===== src/rtl/signed_divider_pkg.sv =====
// Shared definitions for the sequential signed divider: FSM states, data width, iteration count.
package signed_divider_pkg;

  localparam int unsigned DATA_W   = 8;
  localparam int unsigned ITER_CNT = 8;
  localparam int unsigned CNT_W    = 4;

  typedef enum logic [1:0] {
    StIdle = 2'd0,
    StRun  = 2'd1,
    StFix  = 2'd2,
    StDone = 2'd3
  } state_t;

endpackage


===== src/rtl/div_step.sv =====
// One combinational restoring shift-subtract iteration on the {rem, q} pair.
module div_step
  import signed_divider_pkg::*;
(
  input  logic [DATA_W:0]   i_rem,
  input  logic [DATA_W-1:0] i_q,
  input  logic [DATA_W-1:0] i_divisor,
  output logic [DATA_W:0]   o_rem,
  output logic [DATA_W-1:0] o_q
);

  logic [DATA_W:0] w_shift;
  logic [DATA_W:0] w_trial;
  logic            w_ge;

  // rem stays below the divisor, so the shifted value always fits in 9 bits
  assign w_shift = {i_rem[DATA_W-1:0], i_q[DATA_W-1]};
  assign w_ge    = i_rem[DATA_W] | (w_shift >= {1'b0, i_divisor});
  assign w_trial = w_shift - {1'b0, i_divisor};

  assign o_rem = w_ge ? w_trial : w_shift;
  assign o_q   = {i_q[DATA_W-2:0], w_ge};

endmodule


===== src/rtl/twos_compliment.sv =====
// Two's-complement negation of an 8-bit value (wraps modulo 256).
module twos_compliment
  import signed_divider_pkg::*;
(
  input  logic [DATA_W-1:0] i_value,
  output logic [DATA_W-1:0] o_value
);

  assign o_value = ~i_value + DATA_W'(1);

endmodule


===== src/rtl/signed_divider.sv =====
// Sequential 8-bit signed divider: truncating quotient, remainder takes the dividend's sign.
// Optional DIV_ERR_FLAGS_EN enables div_by_zero/overflow flags and the B=0 quotient override.
module signed_divider
  import signed_divider_pkg::*;
(
  input  logic              clk,
  input  logic              rst_n,
  input  logic              start,
  input  logic [DATA_W-1:0] A,
  input  logic [DATA_W-1:0] B,
  output logic [DATA_W-1:0] Quotient,
  output logic [DATA_W-1:0] Remainder,
  output logic              ready,
  output logic              busy,
  output logic              div_by_zero,
  output logic              overflow
);

  localparam logic [CNT_W-1:0] LastIter = CNT_W'(ITER_CNT - 1);

  state_t            r_state, w_state_next;
  logic [DATA_W:0]   r_rem;
  logic [DATA_W-1:0] r_q, r_div;
  logic              r_sign_q, r_sign_r;
  logic [CNT_W-1:0]  r_cnt;
  logic [DATA_W-1:0] r_quot, r_remo;
  logic              r_ready;

  logic [DATA_W-1:0] w_neg_a, w_neg_b, w_neg_q, w_neg_r;
  logic [DATA_W-1:0] w_abs_a, w_abs_b;
  logic [DATA_W:0]   w_step_rem;
  logic [DATA_W-1:0] w_step_q;
  logic [DATA_W-1:0] w_fix_q, w_fix_r;

  twos_compliment u_neg_a (.i_value(A),                .o_value(w_neg_a));
  twos_compliment u_neg_b (.i_value(B),                .o_value(w_neg_b));
  twos_compliment u_neg_q (.i_value(r_q),              .o_value(w_neg_q));
  twos_compliment u_neg_r (.i_value(r_rem[DATA_W-1:0]), .o_value(w_neg_r));

  // |-128| wraps to 8'h80, which is the correct unsigned magnitude
  assign w_abs_a = A[DATA_W-1] ? w_neg_a : A;
  assign w_abs_b = B[DATA_W-1] ? w_neg_b : B;

  div_step u_div_step (
    .i_rem     (r_rem),
    .i_q       (r_q),
    .i_divisor (r_div),
    .o_rem     (w_step_rem),
    .o_q       (w_step_q)
  );

`ifdef DIV_ERR_FLAGS_EN
  logic r_dbz, r_dbz_flag, r_ovf_flag;
  logic w_ovf;

  always_comb begin
    w_fix_q = r_sign_q ? w_neg_q : r_q;
    w_fix_r = r_sign_r ? w_neg_r : r_rem[DATA_W-1:0];
    if (r_dbz) w_fix_q = '1;
    // a positive quotient with magnitude >= 128 only arises from -128 / -1
    w_ovf = ~r_sign_q & r_q[DATA_W-1] & ~r_dbz;
  end

  always_ff @(posedge clk or negedge rst_n) begin
    if (!rst_n) begin
      r_dbz      <= 1'b0;
      r_dbz_flag <= 1'b0;
      r_ovf_flag <= 1'b0;
    end else begin
      if ((r_state == StIdle || r_state == StDone) && start) r_dbz <= (B == '0);
      if (r_state == StFix) begin
        r_dbz_flag <= r_dbz;
        r_ovf_flag <= w_ovf;
      end
    end
  end

  assign div_by_zero = r_dbz_flag;
  assign overflow    = r_ovf_flag;
`else
  always_comb begin
    w_fix_q = r_sign_q ? w_neg_q : r_q;
    w_fix_r = r_sign_r ? w_neg_r : r_rem[DATA_W-1:0];
  end

  assign div_by_zero = 1'b0;
  assign overflow    = 1'b0;
`endif

  always_comb begin
    w_state_next = r_state;
    unique case (r_state)
      StIdle, StDone: if (start) w_state_next = StRun;
      StRun:          if (r_cnt == LastIter) w_state_next = StFix;
      StFix:          w_state_next = StDone;
      default:        w_state_next = StIdle;
    endcase
  end

  always_ff @(posedge clk or negedge rst_n) begin
    if (!rst_n) begin
      r_state  <= StIdle;
      r_rem    <= '0;
      r_q      <= '0;
      r_div    <= '0;
      r_sign_q <= 1'b0;
      r_sign_r <= 1'b0;
      r_cnt    <= '0;
      r_quot   <= '0;
      r_remo   <= '0;
      r_ready  <= 1'b0;
    end else begin
      r_state <= w_state_next;
      unique case (r_state)
        StIdle, StDone: begin
          if (start) begin
            r_q      <= w_abs_a;
            r_div    <= w_abs_b;
            r_rem    <= '0;
            r_sign_q <= A[DATA_W-1] ^ B[DATA_W-1];
            r_sign_r <= A[DATA_W-1];
            r_cnt    <= '0;
            r_ready  <= 1'b0;
          end
        end
        StRun: begin
          r_rem <= w_step_rem;
          r_q   <= w_step_q;
          r_cnt <= r_cnt + CNT_W'(1);
        end
        StFix: begin
          r_quot  <= w_fix_q;
          r_remo  <= w_fix_r;
          r_ready <= 1'b1;
        end
        default: ;
      endcase
    end
  end

  assign Quotient  = r_quot;
  assign Remainder = r_remo;
  assign ready     = r_ready;
  assign busy      = (r_state == StRun) || (r_state == StFix);

endmodule

===== config.mk =====
export PLATFORM = sky130hd
export DESIGN_NAME = signed_divider
export DESIGN_NICKNAME = d
export VERILOG_FILES = /design/src/rtl/signed_divider_pkg.sv /design/src/rtl/div_step.sv /design/src/rtl/twos_compliment.sv /design/src/rtl/signed_divider.sv
export SDC_FILE = /design/constraint.sdc
export NUM_CORES = 1
export LEC_CHECK = 0
export CAP_MARGIN = 10
export CELL_PAD_IN_SITES_DETAIL_PLACEMENT = 1
export CELL_PAD_IN_SITES_GLOBAL_PLACEMENT = 1
export CORE_ASPECT_RATIO = 0.75
export CORE_UTILIZATION = 43
export DETAILED_ROUTE_END_ITERATION = 8
export GPL_TIMING_DRIVEN = 0
export PLACE_DENSITY_LB_ADDON = 0.2
export SLEW_MARGIN = 20
export SYNTH_ARGS = -nofsm -noshare
export SYNTH_HDL_FRONTEND = slang
export SYNTH_SLANG_ARGS = --single-unit

===== constraint.sdc =====
create_clock -name clk -period 6.1 [get_ports clk]
set_clock_uncertainty 0.15 [all_clocks]
set_input_delay 1.83 -clock clk [delete_from_list [all_inputs] [get_ports clk]]
set_output_delay 1.83 -clock clk [all_outputs]
set_load 0.005 [all_outputs]

======== Yosys cells after proc, flatten, opt, wreduce, memory -nomap -nowiden ========
Index checks and enable logic that the tools add are counted.
Widths: inputs -> output; s select.
word-level totals
  bits of input ports ..................... 19
  memories ................................ 0
  bits in registers ....................... 50
  RAM bits ................................ 0
  latch bits .............................. 0
  ROM bits ................................ 0
  word-level logic and storage cells ...... 54
  output and inout bits ................... 20
operators by class
  reductions and logical operators ........ 9
  $add $sub $neg .......................... 6
  div/mod/pow operators ................... 0
  order comparisons ....................... 1
  bitwise gates (word level) .............. 6
  multiply operators ...................... 0
  muxes and demuxes ....................... 16
  shifts and indexed selects .............. 0
  equal/unequal tests ..................... 6
operator list
  kind                 count
  $mux 8               5
  $add 8x1->8 const B  4
  $not 8->8            4
  $mux 9               2
  $pmux 9 s2           1
  $pmux 8 s2           1
  $ge 9x8->1           1
  $sub 9x8->9          1
  $pmux 4 s2           1
  $reduce_and 2->1     4
  $pmux 2 s3           1
  $add 4x1->4 const B  1
  $eq 2x2->1 const B   2
  $eq 4x3->1 const B   1
  $mux 2               2
  $mux 4               1
  $ne 2x2->1 const B   2
  $reduce_bool 2->1    2
  $eq 2x1->1 const B   1
  $logic_not 2->1      1
  $pmux 1 s2           1
  $reduce_or 2->1      1
  $logic_or 1x1->1     1
  $mux 1               1
  other kinds (2)      2

======== Longest topological paths before layout ========
Gate-level depths: netlist of run 1.
  depth in word-level cells ............... 5
  depth in mapped cells ................... 9
  depth with buffers taken out ............ 9

======== Cells and area by module ========
A second synthesis of run 1 with hierarchy kept.
second synthesis, totals
  cell total of the unflattened synthesis .. 375
  area, all modules ....................... 3532.1 µm²
by module, submodules not included
  module           area an instance (µm²)  times used  cells each
  signed_divider   2393.5                  1           220
  div_step         588.1                   1           83
  twos_compliment  137.6                   4           18

======== Worst setup path before layout of run 1 ========
No wires, ideal clock.
  path type ............................... in2reg
  start point ............................. in start
  end point ............................... reg r_cnt[2]
  path slack .............................. 3.015 ns
  library setup time ...................... 0.121 ns
  data required time ...................... 5.829 ns
  cell stages on the path ................. 5
  data arrival time ....................... 2.814 ns
  path through ............................ nand2_1 > a21boi_1 > nor2_1 > mux2_2 > a22o_1
between the ends
  cells in the longest elaborated chain, start to end .. 2
RTL lines
  element                            line                   text
  from (decl)                        signed_divider.sv:8    input logic start,
  $ne 2x2->1 (no source line)        --
  $reduce_and 2->1 (no source line)  --
  to (signal assigned)               signed_divider.sv:129  r_cnt <= r_cnt + CNT_W'(1);
  to (decl)                          signed_divider.sv:25   logic [CNT_W-1:0] r_cnt;
No other way between the ends.
A chain may end at the register's enable or synchronous reset.

======== Worst setup path in the final report of run 1 ========
  start point ............................. in start
  end point ............................... reg r_cnt[0]
Same word-level chain as after synthesis.

==> results.md, run 1 <==
- Fin. Hold Viols: 0
- CP startpoint kind: input pin
- Fillers: 838
- Power density cells: 550.3 mW/mm^2
- Clk sink count: 50
- Top Family by Delay on Critical Path: buffers and inverters
- CTS tree: yes
- Most used DFF post-synth: dfrtp_1
- CTS buffer count: 5
- Crit path required time: ~6 ns
- Max VDD drop: 0.2775 mV
- Vias in the first global route: between 2000 and 3000
- Die Wd: 100.4 microns
- Max Freq: around 260 MHz
- Clock period minus worst slack: between 3 and 4 ns
- CP max FO: 10
- Mean Syn Cell Area: slightly below 9 sq um
- Max_cap viols: 0
- Area of the core: 0.006929 sq mm
- Routability cong.: approximately 0.84
- Initial Util: between 40 and 50%
- Die height: roughly 76 microns
- ANT cells: 0
- Post-CTS sizing: 0
- Clk_lat worst skew: roughly 0.31 ns
- Leakage power: around 1.7 nW
- Pins Over Slew Limit: 0
- Antenna-violating nets left: 0
- Crit end category: flop
- Drt via density: 5.273
- I/O pins: 39
- Worst Path Buf+Inv: 2
- Gr usage total: 22.23%
- First-pass GRT wire length: roughly 13000 microns
- Max-Slew Margin vs Limit: between 40% and 50%
- Row count: 26
- Die ar.: 0.007611 sq mm
- Most used cell, CP: nand2_1
- CTS Hold Buffers Added: 0
- Synthesized area: 0.003123 sq mm
- Clock Path Buffers: 2
- Nets: 427
- RSZ-0062 raised after global routing: no
- Setup violations, final: 0
- Routed len/inst: around 16 microns
- #FFs+latches synth: 50
- Detailed Routing Iterations Pass 1: 4
- Worst-margin pin slew: approximately 0.77 ns
- Synth cell types: 50
- Initial antenna violation count: 0
- Hold Crit Class: flop to flop
- Power Total: approximately 0.0020 W
- Final Cycle Share: a little over 60%
- Syn Inst Count: roughly 350
- Commonest non-fill, non-tap cells in the layout: 50 x dfrtp_1, 45 x nand2_1, 33 x clkdlybuf4s50_1, 28 x nor2_1
- Top cell type's share of synthesized area: around two fifths
- CP cell instances: clkdlybuf4s50_1, nand2_1, a21boi_1, clkbuf_1, nand2_1, o21ai_0
- Worst EP arrival: between 3 and 4 ns
- Area Overhead vs Synth: 18.03%
- Root Driver: clkbuf_8
- Leading area contributor after synthesis: dfrtp_1
- Largest net degree at the start of global routing: 51
- Ys Warns: 0
- Setup bufs post-CTS: 0
- Most common cell after layout, fill and taps aside: dfrtp_1
- Top cells by area, synth: dfrtp_1 40%, ha_1 6.4%, nand2_1 5.4%
- Ys async rst share: 100.0%
- Post-synth EDFFs: 0
- DRT Wirelength: just under 8000 microns
- Gr ovfl total: 0
- CP peak stage delay: 0.66 ns
- Sequential fraction of the synthesis area: roughly two fifths
- Share of layout cells above drive strength 1: a little over 6%
- Reg clk slew, reported paths: around 0.10 ns
- DP Wirelength: about 6000 microns
- Slowest-stage cell, CP: a21boi_1
- Setup TNS: 0 ns
- Htree depth: 2
- Vias: between 2000 and 3000
- Iter 0 DRT Violations: ~110
- Status: finished, final reports clean
- Drt drc: 0
- Count of port buffers added during placement: 34
- Critical path type: input pin to flop
==> final cells by class <==
cell class | count | area, sq um | area share (%)
Buffer | 20 | 88.84 | 2.410
Sequential cell | 50 | 1251 | 33.94
Multi-Input combinational cell | 256 | 1697 | 46.03
Clock inverter | 2 | 16.27 | 0.4413
Clock buffer | 6 | 82.58 | 2.240
Tap cell | 98 | 122.6 | 3.327
Timing Repair Buffer | 34 | 337.8 | 9.165
Inverter | 24 | 90.09 | 2.444
==> synthesized netlist by cell type, types with 2 or more instances <==
master	count
dfrtp_1	50
nand2_1	45
nor2_1	28
inv_1	24
o21ai_0	24
a21oi_1	23
xor2_1	19
ha_1	16
clkbuf_1	14
o211ai_1	8
xnor2_1	8
mux2_2	7
mux2i_1	7
o31ai_1	7
a21o_1	5
nor3_1	5
or3_1	5
nor2b_1	4
nor3b_1	4
a211oi_1	3
a22o_1	3
buf_4	3
nand2b_1	3
nand4_1	3
o311ai_1	3
a21boi_0	2
a31oi_1	2
a32o_1	2
==> flip-flops by register name (all words and copies together) (netlist names) <==
signal / count
Quotient: 8
Remainder: 8
r_cnt: 4
r_div: 8
r_q: 8
r_rem: 9
r_sign_q: 1
r_sign_r: 1
r_state: 2
ready: 1
==> metal layers <==
metal  part of all wire (%)  GRT usage, %  wire (microns)
met1                     50         30.10            3883
met2                     46         38.36            3570
met3                    2.6         3.303             202
met4                   0.70         4.831              54
met5                      0             0               0
==> through the flow <==
| stage | setup slack (ns) | instances | area, sq um | util, % | hold WS (ns) |
|---|---|---|---|---|---|
| after floorplan | 3.015 | 350 | 3127 | - | 0.2998 |
| after global placement | 1.581 | 482 | 3590 | 51.81 | 0.3148 |
| after detailed placement | 1.957 | 482 | 3587 | 51.77 | 0.3223 |
| after CTS | 2.282 | 490 | 3686 | 53.20 | 0.3437 |
| after global routing | 2.111 | 490 | 3686 | 53.20 | 0.3605 |
| final | 2.300 | 490 | 3686 | 53.20 | 0.3361 |
==> cells by family after synthesis <==
kind of cell	count (synthesis)	share of synthesized area (%)
compound gates	91	19.31
fa+ha+maj	17	7.051
xor+xnor	27	7.572
simple gates	105	15.38
buf+inv	44	5.729
flops	50	40.06
mux	14	4.768
other cells	1	0.1201
==> worst register-to-register path: cells and delay by family (launching register included) <==
family                     cells  cell delay, ns
adders and majority gates      1            0.36
DFF                            1            0.41
buffers and inverters          2            0.52
AOI/OAI and AO/OA              2            0.78
and+or+nand+nor                2            0.25
==> worst paths after layout <==
path | startpoint | endpoint | slack [ns] | cells past startpoint
max in group asynchronous | rst_n | r_div[5] | 4.00 | 1
hold reg to reg | r_div[2] | r_div[2] | 0.34 | 2
hold / removal | r_div[2] | r_div[2] | 0.34 | 2
min in group asynchronous | rst_n | Quotient[5] | 1.38 | 1
setup / recovery | start | r_cnt[0] | 2.30 | 6
setup reg to reg | r_state[0] | r_cnt[0] | 3.53 | 7
==> power breakdown <==
group | switching [W] | leakage (nW) | internal, W
Combinational | 0.000666 | 0.988 | 0.000531
Clock | 0.000122 | 0.0478 | 0.0000937
Sequential | 0.000134 | 0.615 | 0.000482
Power figures use the tool's default switching activity.
==> run 2: changes to the inputs <==
CORE_UTILIZATION = 42   (was 43)
clock period = 4 ns   (was 6.1 ns; I/O delays follow)
==> results.md, run 2 (same netlist as run 1, synthesis figures left out) <==
- Status: finished, final reports clean (unchanged)
- Setup bufs post-CTS: 0 (unchanged)
- Drt drc: 0 (unchanged)
- Setup violations, final: 0 (unchanged)
- Crit path required time: 4.08 ns (was 6.16 ns)
- Share of layout cells above drive strength 1: 6.122% (unchanged)
- Area Overhead vs Synth: 18.03% (unchanged)
- Gr ovfl total: 0 (unchanged)
- Worst Reg-to-Reg Cells: 7 (unchanged)
- R2r startpoint: r_state[0] (unchanged)
- First-pass GRT wire length: 13050 microns (was 12880 microns)
- Gr usage total: 21.58% (was 22.23%)
- Met1 GRT Util: 30.75% (was 30.10%)
- Clock Path Buffers: 2 (unchanged)
- Critical path type: input pin to flop (unchanged)
- Initial Util: 44.65% (was 45.07%)
- Final instance area: 0.003686 sq mm (unchanged)
- Hold depth: 2 (unchanged)
- Most common cell after layout, fill and taps aside: dfrtp_1 (unchanged)
- Clock period minus worst slack: roughly 3.2 ns
- Sequential fraction of design power: 30.3% (was 30.4%)
- CP max FO: 10 (unchanged)
- DP Wirelength: 5946 microns (was 6030 microns)
- Critical R2R Capture: r_rem[3] (was r_cnt[0])
- CP startpoint kind: input pin (unchanged)
- Reg with most FFs: r_rem (unchanged)
- Pins Over Slew Limit: 0 (unchanged)
- Top Family by Delay on Critical Path: buffers and inverters (unchanged)
- Iter 0 DRT Violations: 97 (was 106)
- CP peak stage delay: 0.71 ns (was 0.66 ns)
- Nets: 427 (unchanged)
- Antenna-violating nets left: 0 (unchanged)
- Internal power: 0.001688 W (was 0.001107 W)
- Switch Pwr: 0.001386 W (was 0.0009214 W)
- Worst EP arrival: 3.28 ns (was 3.86 ns)
- Area of the core: 0.006994 sq mm (was 0.006929 sq mm)
- Placement-stage cell area: 0.003587 sq mm (unchanged)
- Hold Crit Class: flop to flop (unchanged)
- Number of flip-flops in the largest register: 9 (unchanged)
- Largest net degree at the start of global routing: 51 (unchanged)
- Combinational power share: 59.1% (was 59.0%)
- Clock share of power: 10.5% (was 10.6%)
- Power density cells: 833.9 mW/mm^2 (was 550.3 mW/mm^2)
- Clk sink count: 50 (unchanged)
- Fin. Hold Viols: 0 (unchanged)
- Worst-margin pin slew: 0.8390 ns (was 0.7733 ns)
- Detailed Routing Iterations Pass 1: 4 (unchanged)
- Final Cycle Share: about four fifths
- GR peak layer: met2 (unchanged)
- CTS tree: yes (unchanged)
- DRT Wirelength: 7506 microns (was 7710 microns)
- Initial antenna violation count: 0 (unchanged)
- GR Util met3: 3.282% (was 3.303%)
- Max_cap viols: 0 (unchanged)
- Worst hold start: r_div[4] (was r_div[2])
- Die height: 76.68 microns (was 75.81 microns)
- CTS Hold Buffers Added: 0 (unchanged)
- Clk_lat worst skew: 0.31 ns (about the same)
- Drt via density: 5.306 (was 5.273)
- Max VDD drop: 0.4006 mV (was 0.2775 mV)
- Leakage power: 1.651 nW (unchanged)
- I/O pins: 39 (unchanged)
- Vias in the first global route: 2651 (was 2566)
- CP cell instances: clkdlybuf4s50_1, nand2_1, a21boi_1, clkbuf_1, nand2_1, o211ai_1 (was clkdlybuf4s50_1, nand2_1, a21boi_1, clkbuf_1, nand2_1, o21ai_0)
- Post-CTS sizing: 0 (unchanged)
- Count of port buffers added during placement: 34 (unchanged)
- Worst Path Buf+Inv: 2 (unchanged)
- Slowest-stage cell, CP: a21boi_1 (unchanged)
- Crit end category: flop (unchanged)
- Htree depth: 2 (unchanged)
- Routability cong.: 0.8645 (was 0.8429)
- ANT cells: 0 (unchanged)
- RSZ-0062 raised after global routing: no (unchanged)
- Max Freq: 311.8 MHz
- Most used cell, CP: nand2_1 (unchanged)
- Routed len/inst: 15.32 microns (was 15.73 microns)
- R2R Setup Slk: 1.39 ns (was 3.53 ns)
- CTS buffer count: 5 (unchanged)
- Hold EP: r_div[4] (was r_div[2])
- Critical path depth: 6 (unchanged)
- Vias: 2600 (was 2584)
- Reg clk slew, reported paths: 0.10 ns (about the same)
- Die Wd: 101.6 microns (was 100.4 microns)
- Root Driver: clkbuf_8 (unchanged)
- Max-Slew Margin vs Limit: 43.95% (was 48.34%)
- Row count: 26 (unchanged)
- Setup TNS: 0 ns (unchanged)
- Die ar.: 0.007788 sq mm (was 0.007611 sq mm)
- Sw Ratio: 45.09% (was 45.42%)
- Commonest non-fill, non-tap cells in the layout: 50 x dfrtp_1, 45 x nand2_1, 33 x clkdlybuf4s50_1, 28 x nor2_1 (unchanged)
- Met2 Resource Use GR: 34.32% (was 38.36%)
run 2: cell counts in the layout (fill, tap and decap cells not counted):
Identical to the previous run, type by type.
run 2: cell type report:
class	count	area [sq um]
fill	831	3308
clock inverter	2	16.27
timing repair buffer	34	337.8
inverter	24	90.09
multi-input combinational	256	1697
sequential	50	1251
clock buffer	6	82.58
buffer	20	88.84
tap	98	122.6
run 2: worst max-delay path by stage:
stage / start / to
finish: start / r_rem[3]
global route: start / r_cnt[0]
CTS: start / r_cnt[0]
detailed placement: start / r_cnt[0]
global placement: rst_n / r_div[7]
floorplan: start / r_cnt[2]
run 2: tightest hold or removal path, stage by stage (launching register included):
cell	delay, ns
dfrtp_1	0.36
nand2_1	0.05
o21ai_0	0.06
run 2: through the flow:
step | hold slack (ns) | utilization, % | total power (W) | setup slack [ns] | cells
after global routing | 0.3894 | 52.70 | 0.003383 | 0.6200 | 490
after global placement | 0.3151 | 51.32 | 0.002679 | 0.07174 | 482
after floorplan | 0.2998 | - | 0.002156 | 1.545 | 350
final | 0.3469 | 52.70 | 0.003074 | 0.7926 | 490
after CTS | 0.3506 | 52.70 | 0.003103 | 0.8202 | 490
after detailed placement | 0.3297 | 51.29 | 0.002767 | 0.4862 | 482
run 2: routing by layer:
layer / vias to the layer above / share of wire, % / wire length [microns]
li1: 1286 / - / -
met1: 1260 / 52 / 3888
met2: 47 / 44 / 3331
met3: 7 / 2.9 / 216
met4: 0 / 0.93 / 70
met5: - / 0 / 0
run 2: power groups by stage:
stage                     Combinational, W  Clock [W]  Sequential [W]
final                              0.00182   0.000324        0.000933
after global routing               0.00207   0.000351        0.000966
after CTS                          0.00183   0.000335        0.000935
after detailed placement           0.00182          0        0.000946
after global placement             0.00175          0        0.000929
after floorplan                    0.00126          0        0.000898
